### config.mk
export PLATFORM = sky130hd
export DESIGN_NAME = uart_lb_ctrl
export DESIGN_NICKNAME = d
export VERILOG_FILES = /design/src/rtl/uart_lb_pkg.sv /design/src/rtl/uart_lb_txser.sv /design/src/rtl/uart_lb_ctrl.sv
export SDC_FILE = /design/constraint.sdc
export NUM_CORES = 1
export LEC_CHECK = 0
export BUFFER_PORTS_ARGS = -buffer_cell sky130_fd_sc_hd__buf_2
export CAP_MARGIN = 20
export CORE_MARGIN = 4
export CORE_UTILIZATION = 55
export CTS_BUF_LIST = sky130_fd_sc_hd__clkbuf_8 sky130_fd_sc_hd__clkbuf_16
export DETAILED_ROUTE_END_ITERATION = 8
export HOLD_SLACK_MARGIN = 0.15
export PLACE_DENSITY = 0.74
export SLEW_MARGIN = 20
export SYNTH_ARGS = -nofsm -noshare
export SYNTH_HDL_FRONTEND = slang
export SYNTH_SLANG_ARGS = --single-unit
### constraint.sdc
create_clock -name clk -period 8.3 [get_ports clk]
set_clock_uncertainty 0.1 [all_clocks]
set_input_delay 0.83 -clock clk [delete_from_list [all_inputs] [get_ports clk]]
set_output_delay 0.83 -clock clk [all_outputs]
set_load 0.1 [all_outputs]
### src/rtl/uart_lb_pkg.sv
// Shared constants and types for the UART local-bus command sequencer.
// Command word layout: {cmd[7:0], addr[23:0], data[31:0]}, MSB byte first.
package uart_lb_pkg;

    localparam logic [7:0]  CMD_READ  = 8'h00;
    localparam logic [7:0]  CMD_WRITE = 8'h01;
    localparam logic [7:0]  RESP_OK   = 8'h00;
    localparam logic [7:0]  RESP_TMO  = 8'hEE;
    localparam logic [63:0] SYNC0     = 64'hFFFFFFFF_FFFFFFFF;
    localparam logic [63:0] SYNC1     = 64'hFFFFFFFF_FFFFFF00;
    localparam logic [31:0] TMO_DATA  = 32'hDEADBEEF;
    localparam int          NBYTES    = 8;
    localparam int          GUARD_CYC = 2;

    typedef enum logic [1:0] {
        IDLE,
        RD_WAIT,
        TX
    } state_t;

    function automatic logic is_sync(input logic [63:0] w);
        return (w == SYNC0) || (w == SYNC1);
    endfunction

endpackage

### src/rtl/uart_lb_txser.sv
// Serializes a 64-bit response into UART bytes, MSB first, pacing each
// byte on txready and a short guard window after every txstart.
module uart_lb_txser
    import uart_lb_pkg::*;
(
    input  logic        i_clk,
    input  logic        i_rst,
    input  logic        i_load,
    input  logic [63:0] i_word,
    input  logic        i_txready,
    output logic [7:0]  o_txdata,
    output logic        o_txstart,
    output logic        o_busy
);

    logic [63:0] r_shift;
    logic [2:0]  r_cnt;
    logic [1:0]  r_guard;
    logic        r_busy;
    logic        w_fire;

    // The cycle carrying txstart also blocks, so the next byte is >=3 cycles later.
    assign w_fire = r_busy && i_txready && (r_guard == 2'd0) && !o_txstart;
    assign o_busy = r_busy;

    always_ff @(posedge i_clk) begin
        if (i_rst) begin
            r_shift   <= '0;
            r_cnt     <= '0;
            r_guard   <= '0;
            r_busy    <= 1'b0;
            o_txdata  <= '0;
            o_txstart <= 1'b0;
        end else begin
            o_txstart <= w_fire;
            if (r_guard != 2'd0) begin
                r_guard <= r_guard - 2'd1;
            end
            if (i_load) begin
                r_shift <= i_word;
                r_cnt   <= '0;
                r_busy  <= 1'b1;
            end else if (w_fire) begin
                o_txdata <= r_shift[63:56];
                r_shift  <= {r_shift[55:0], 8'h00};
                r_cnt    <= r_cnt + 3'd1;
                r_guard  <= 2'(GUARD_CYC);
                if (r_cnt == 3'(NBYTES - 1)) begin
                    r_busy <= 1'b0;
                end
            end
        end
    end

endmodule

### src/rtl/uart_lb_ctrl.sv
// Frames host UART bytes into 64-bit local-bus commands, issues bus
// strobes, and returns read responses through the UART transmitter.
module uart_lb_ctrl
    import uart_lb_pkg::*;
#(
    parameter int AWIDTH     = 24,
    parameter int DWIDTH     = 32,
    parameter int RD_TIMEOUT = 255,
    parameter int ERRW       = 16
) (
    input  logic              clk,
    input  logic              rst,
    input  logic [7:0]        rxdata,
    input  logic              rxvalid,
    output logic [7:0]        txdata,
    output logic              txstart,
    input  logic              txready,
    output logic [AWIDTH-1:0] lb_addr,
    output logic [DWIDTH-1:0] lb_wdata,
    output logic              lb_wstrb,
    output logic              lb_rstrb,
    input  logic [DWIDTH-1:0] lb_rdata,
    input  logic              lb_rvalid,
    output logic              synced,
    output logic [ERRW-1:0]   err_cnt
);

    localparam int TW = $clog2(RD_TIMEOUT + 1);

    state_t            r_state;
    state_t            w_state_nx;
    logic [3:0]        r_ffcnt;
    logic [2:0]        r_idx;
    logic [55:0]       r_shift;
    logic [AWIDTH-1:0] r_rd_addr;
    logic [TW-1:0]     r_tcnt;
    logic [63:0]       w_word;
    logic [63:0]       w_resp;
    logic              w_sync_ev;
    logic              w_done;
    logic              w_is_wr;
    logic              w_is_rd;
    logic              w_drop;
    logic              w_rd_go;
    logic              w_load;
    logic              w_tmo;
    logic              w_busy;
    logic [1:0]        w_inc;
    logic [ERRW:0]     w_err_sum;
    logic [ERRW-1:0]   w_err_nx;

    // A 0x00 after fifteen 0xFF bytes re-aligns the framer, whatever it was doing.
    assign w_sync_ev = rxvalid && (rxdata == 8'h00) && (r_ffcnt == 4'hF);
    assign w_word    = {r_shift, rxdata};
    assign w_done    = synced && rxvalid && !w_sync_ev
                    && (r_idx == 3'd7) && !is_sync(w_word);
    assign w_is_wr   = w_done && (w_word[63:56] == CMD_WRITE);
    assign w_is_rd   = w_done && (w_word[63:56] == CMD_READ);

    always_comb begin
        w_state_nx = r_state;
        w_rd_go    = 1'b0;
        w_load     = 1'b0;
        w_tmo      = 1'b0;
        w_resp     = '0;
        w_drop     = w_done && !w_is_wr;
        unique case (r_state)
            IDLE: begin
                if (w_is_rd) begin
                    w_rd_go    = 1'b1;
                    w_drop     = 1'b0;
                    w_state_nx = RD_WAIT;
                end
            end
            RD_WAIT: begin
                if (lb_rvalid) begin
                    w_load     = 1'b1;
                    w_resp     = {RESP_OK, r_rd_addr, lb_rdata};
                    w_state_nx = TX;
                end else if (r_tcnt == TW'(RD_TIMEOUT)) begin
                    w_load     = 1'b1;
                    w_tmo      = 1'b1;
                    w_resp     = {RESP_TMO, r_rd_addr, TMO_DATA};
                    w_state_nx = TX;
                end
            end
            TX: begin
                if (!w_busy) begin
                    w_state_nx = IDLE;
                end
            end
            default: w_state_nx = IDLE;
        endcase
    end

    // A dropped command and a timeout can land on the same cycle.
    assign w_inc     = {1'b0, w_drop} + {1'b0, w_tmo};
    assign w_err_sum = {1'b0, err_cnt} + {{(ERRW-1){1'b0}}, w_inc};
    assign w_err_nx  = w_err_sum[ERRW] ? '1 : w_err_sum[ERRW-1:0];

    always_ff @(posedge clk) begin
        if (rst) begin
            r_state   <= IDLE;
            r_ffcnt   <= '0;
            r_idx     <= '0;
            r_shift   <= '0;
            r_rd_addr <= '0;
            r_tcnt    <= '0;
            synced    <= 1'b0;
            lb_addr   <= '0;
            lb_wdata  <= '0;
            lb_wstrb  <= 1'b0;
            lb_rstrb  <= 1'b0;
            err_cnt   <= '0;
        end else begin
            r_state <= w_state_nx;
            if (rxvalid) begin
                r_ffcnt <= (rxdata != 8'hFF) ? 4'h0
                         : (r_ffcnt == 4'hF) ? 4'hF : r_ffcnt + 4'h1;
            end
            if (w_sync_ev) begin
                synced <= 1'b1;
                r_idx  <= '0;
            end else if (synced && rxvalid) begin
                r_shift <= w_word[55:0];
                r_idx   <= r_idx + 3'd1;
            end
            lb_wstrb <= w_is_wr;
            lb_rstrb <= w_rd_go;
            if (w_is_wr) begin
                lb_addr  <= w_word[32 +: AWIDTH];
                lb_wdata <= w_word[DWIDTH-1:0];
            end else if (w_rd_go) begin
                lb_addr   <= w_word[32 +: AWIDTH];
                r_rd_addr <= w_word[32 +: AWIDTH];
            end
            r_tcnt  <= (r_state == RD_WAIT) ? r_tcnt + 1'b1 : '0;
            err_cnt <= w_err_nx;
        end
    end

    uart_lb_txser u_txser (
        .i_clk     (clk),
        .i_rst     (rst),
        .i_load    (w_load),
        .i_word    (w_resp),
        .i_txready (txready),
        .o_txdata  (txdata),
        .o_txstart (txstart),
        .o_busy    (w_busy)
    );

endmodule
==> out/qor.yml <==
global_route:
  track_usage: 0.2314
  busiest_layer: "met2"
  grt_pass1_vias: 8205
  grt_use_met3: 0.03746
  grt_max_degree: 85
  use_met1: 0.3378
  grt_pass1_wl_mm: 40.61
  overflow: 0
  antenna_found_initial: 1
  met2_usage: 0.3570
route:
  dr_total_vias: 8861
  ant_nets: 0
  wl_per_cell_um: 16.26
  wirelength_mm: 24.79
  drtIter0Drc: 714
  dr.pass1.iters: 5
  routed_via_density: 5.810
  drc: 0
power_and_ir_drop:
  leakage_nw: 4.403
  power.density_mw_per_mm2: 208.8
  ir_drop_mv: 0.1578
  power.total_mw: 2.483
yosys:
  ys_async_sr_fraction: 0
  synth_edf_count: 0
  yosys_warnings: 0
  synth_top_area_share: 0.4886
  synth_top_area_cell: "dfxtp_1"
  synthesis.area_mm2: 0.01028
  synth-seq-area-share: 0.4886
  mappedNetlistNets: 1256
  synth_area_leaders: "dfxtp_1 49%, nand2_1 13%, mux2i_1 9.0%"
  yosys-top-cells-count: "343 x nand2_1, 251 x dfxtp_1, 124 x a21oi_1"
  yosys_most_used_dff: "dfxtp_1"
  avgSynthCellArea_um2: 8.549
  ys_types: 54
  ys_ff_latch: 251
  yosysMostFrequentCell: "nand2_1"
  syn_inst: 1203
sta:
  drv_slew: 0
  whs_ns: 0.3494
  hold_violations: 0
  worst_pin_slew_ns: 0.9782
  setup_viol: 0
  grt_setup_unrepaired: "false"
  final.setup.worst_slack_ns: 5.031
  final.setup.tns_ns: 0
  slew_headroom: 0.3470
  max_freq_ghz: 0.3059
  min_period_ns: 3.269
  period_share: 0.3939
place:
  portBuffers: 128
  detailed_place_hpwl_mm: 16.01
  place_ws_ns: 4.500
  gp_congestion: 0.8590
clock_tree:
  cts.htree.levels: 1
  cts_sinks: 251
  clkSlewWorstSetupHoldPaths_ns: 0.06
  cts_root_buf: "clkbuf_16"
  cts-resized-gates: 0
  cts_buffers: 26
  cts_tree: "done"
  cts_buffer_depth: 3
  insertion_delay_ns: 0.52
  cts_setup_buffers: 0
  holdBufCountCts: 0
finish:
  nets: 1331
  drive_above_1_share: 0.1574
  syn2layout_area_growth_pct: 15.63
  n_antenna_cell: 0
  n_fill_cell: 1568
critical_path:
  path_max_fanout: 62
  arrival_ns: 3.61
  endpoint_kind: "flip-flop"
  worstSetupPathType: "flip-flop to flip-flop"
  worstPathRequired_ns: 8.64
  cp-start-kind: "flip-flop"
floorplanning:
  coreArea_mm2: 0.01815
  dieHeight_um: 144.7
  rows: 49
  dieArea_mm2: 0.02095
  io_pins: 129
  die_w_um: 144.7
  start_util: 0.5667
worst_hold_path:
  hp-class: "flip-flop to flip-flop"
run_status:
  status: "finished clean"
flow_run:
  maxCapViolCount: 0
==> path summary, 6_finish.rpt <==
path	start	end	slack, ns	depth (start not counted)
setup / recovery	r_state[1]	err_cnt[8]	5.03	10
hold / removal	u_txser.o_txdata[1]	u_txser.o_txdata[1]	0.35	2
setup reg to reg	r_state[1]	err_cnt[8]	5.03	10
hold reg to reg	u_txser.o_txdata[1]	u_txser.o_txdata[1]	0.35	2
==> cell type report <==
type                       count  area [µm²]  area share
clock buffer                  32       744.5     0.06260
timing repair buffer         139       725.7     0.06102
inverter                      11       43.79    0.003682
clock inverter                14       178.9     0.01504
multi-input combinational    849        4888      0.4110
sequential                   251        5025      0.4225
tap                          229       286.5     0.02409
==> stage by stage <==
step	utilization	std cells	instance area, µm²
CTS	0.6545	1525	11880
detailed placement	0.6036	1479	10950
finish	0.6553	1525	11890
floorplan	-	1203	10280
global route	0.6553	1525	11890
global placement	0.6036	1479	10950
==> cell families (layout without fill, tap and decap cells) <==
group / count (synthesis) / after routing / synth area share
buf+inv: 103 / 196 / 0.04197
fa+ha+maj: 8 / 8 / 0.01046
xor+xnor: 14 / 14 / 0.01192
flops: 251 / 251 / 0.4886
simple gates: 494 / 494 / 0.2092
compound gates: 241 / 241 / 0.1483
mux: 92 / 92 / 0.08954
==> cells in the final DEF (no fill, tap or decap), drive strengths merged, types with 8 or more instances in the layout <==
cell / count
nor3: 39
inv: 15
a21boi: 18
nand2: 344
nor4: 9
o22ai: 23
nand3: 19
o211ai: 8
o21ai: 8
nand4: 19
nor2: 15
mux2i: 92
a311oi: 28
buf: 139
dfxtp: 251
clkbuf: 32
and3: 25
a21oi: 125
==> critical path, stage by stage, from the launching register on <==
cell	delay, ns
dfxtp_1	0.35
nand2b_2	0.18
buf_4	0.31
nor4_2	0.25
buf_4	0.33
fa_1	0.25
ha_1	0.24
nand2_1	0.13
nor4_2	0.52
nand2_2	0.30
a21oi_1	0.20
==> metal layers <==
layer	vias up	share of wire	routed length [µm]
met1	4198	0.46	11320
li1	4347	-	-
met4	2	0.024	584
met5	-	0.00032	8
met2	271	0.46	11460
met3	43	0.057	1415
==> registers in the layout, indices dropped and copies added (netlist names), 2 cells and up <==
signal,cells
u_txser.r_shift,64
r_shift,56
lb_wdata,32
lb_addr,24
r_rd_addr,24
err_cnt,16
r_tcnt,8
u_txser.o_txdata,8
r_ffcnt,4
r_idx,3
u_txser.r_cnt,3
r_state,2
u_txser.r_guard,2
==> report_power, final <==
part	switching, mW	internal, mW
Combinational	0.0378	0.0116
Clock	0.472	0.758
Sequential	0.00000944	1.20
Power figures use the tool's default switching activity.
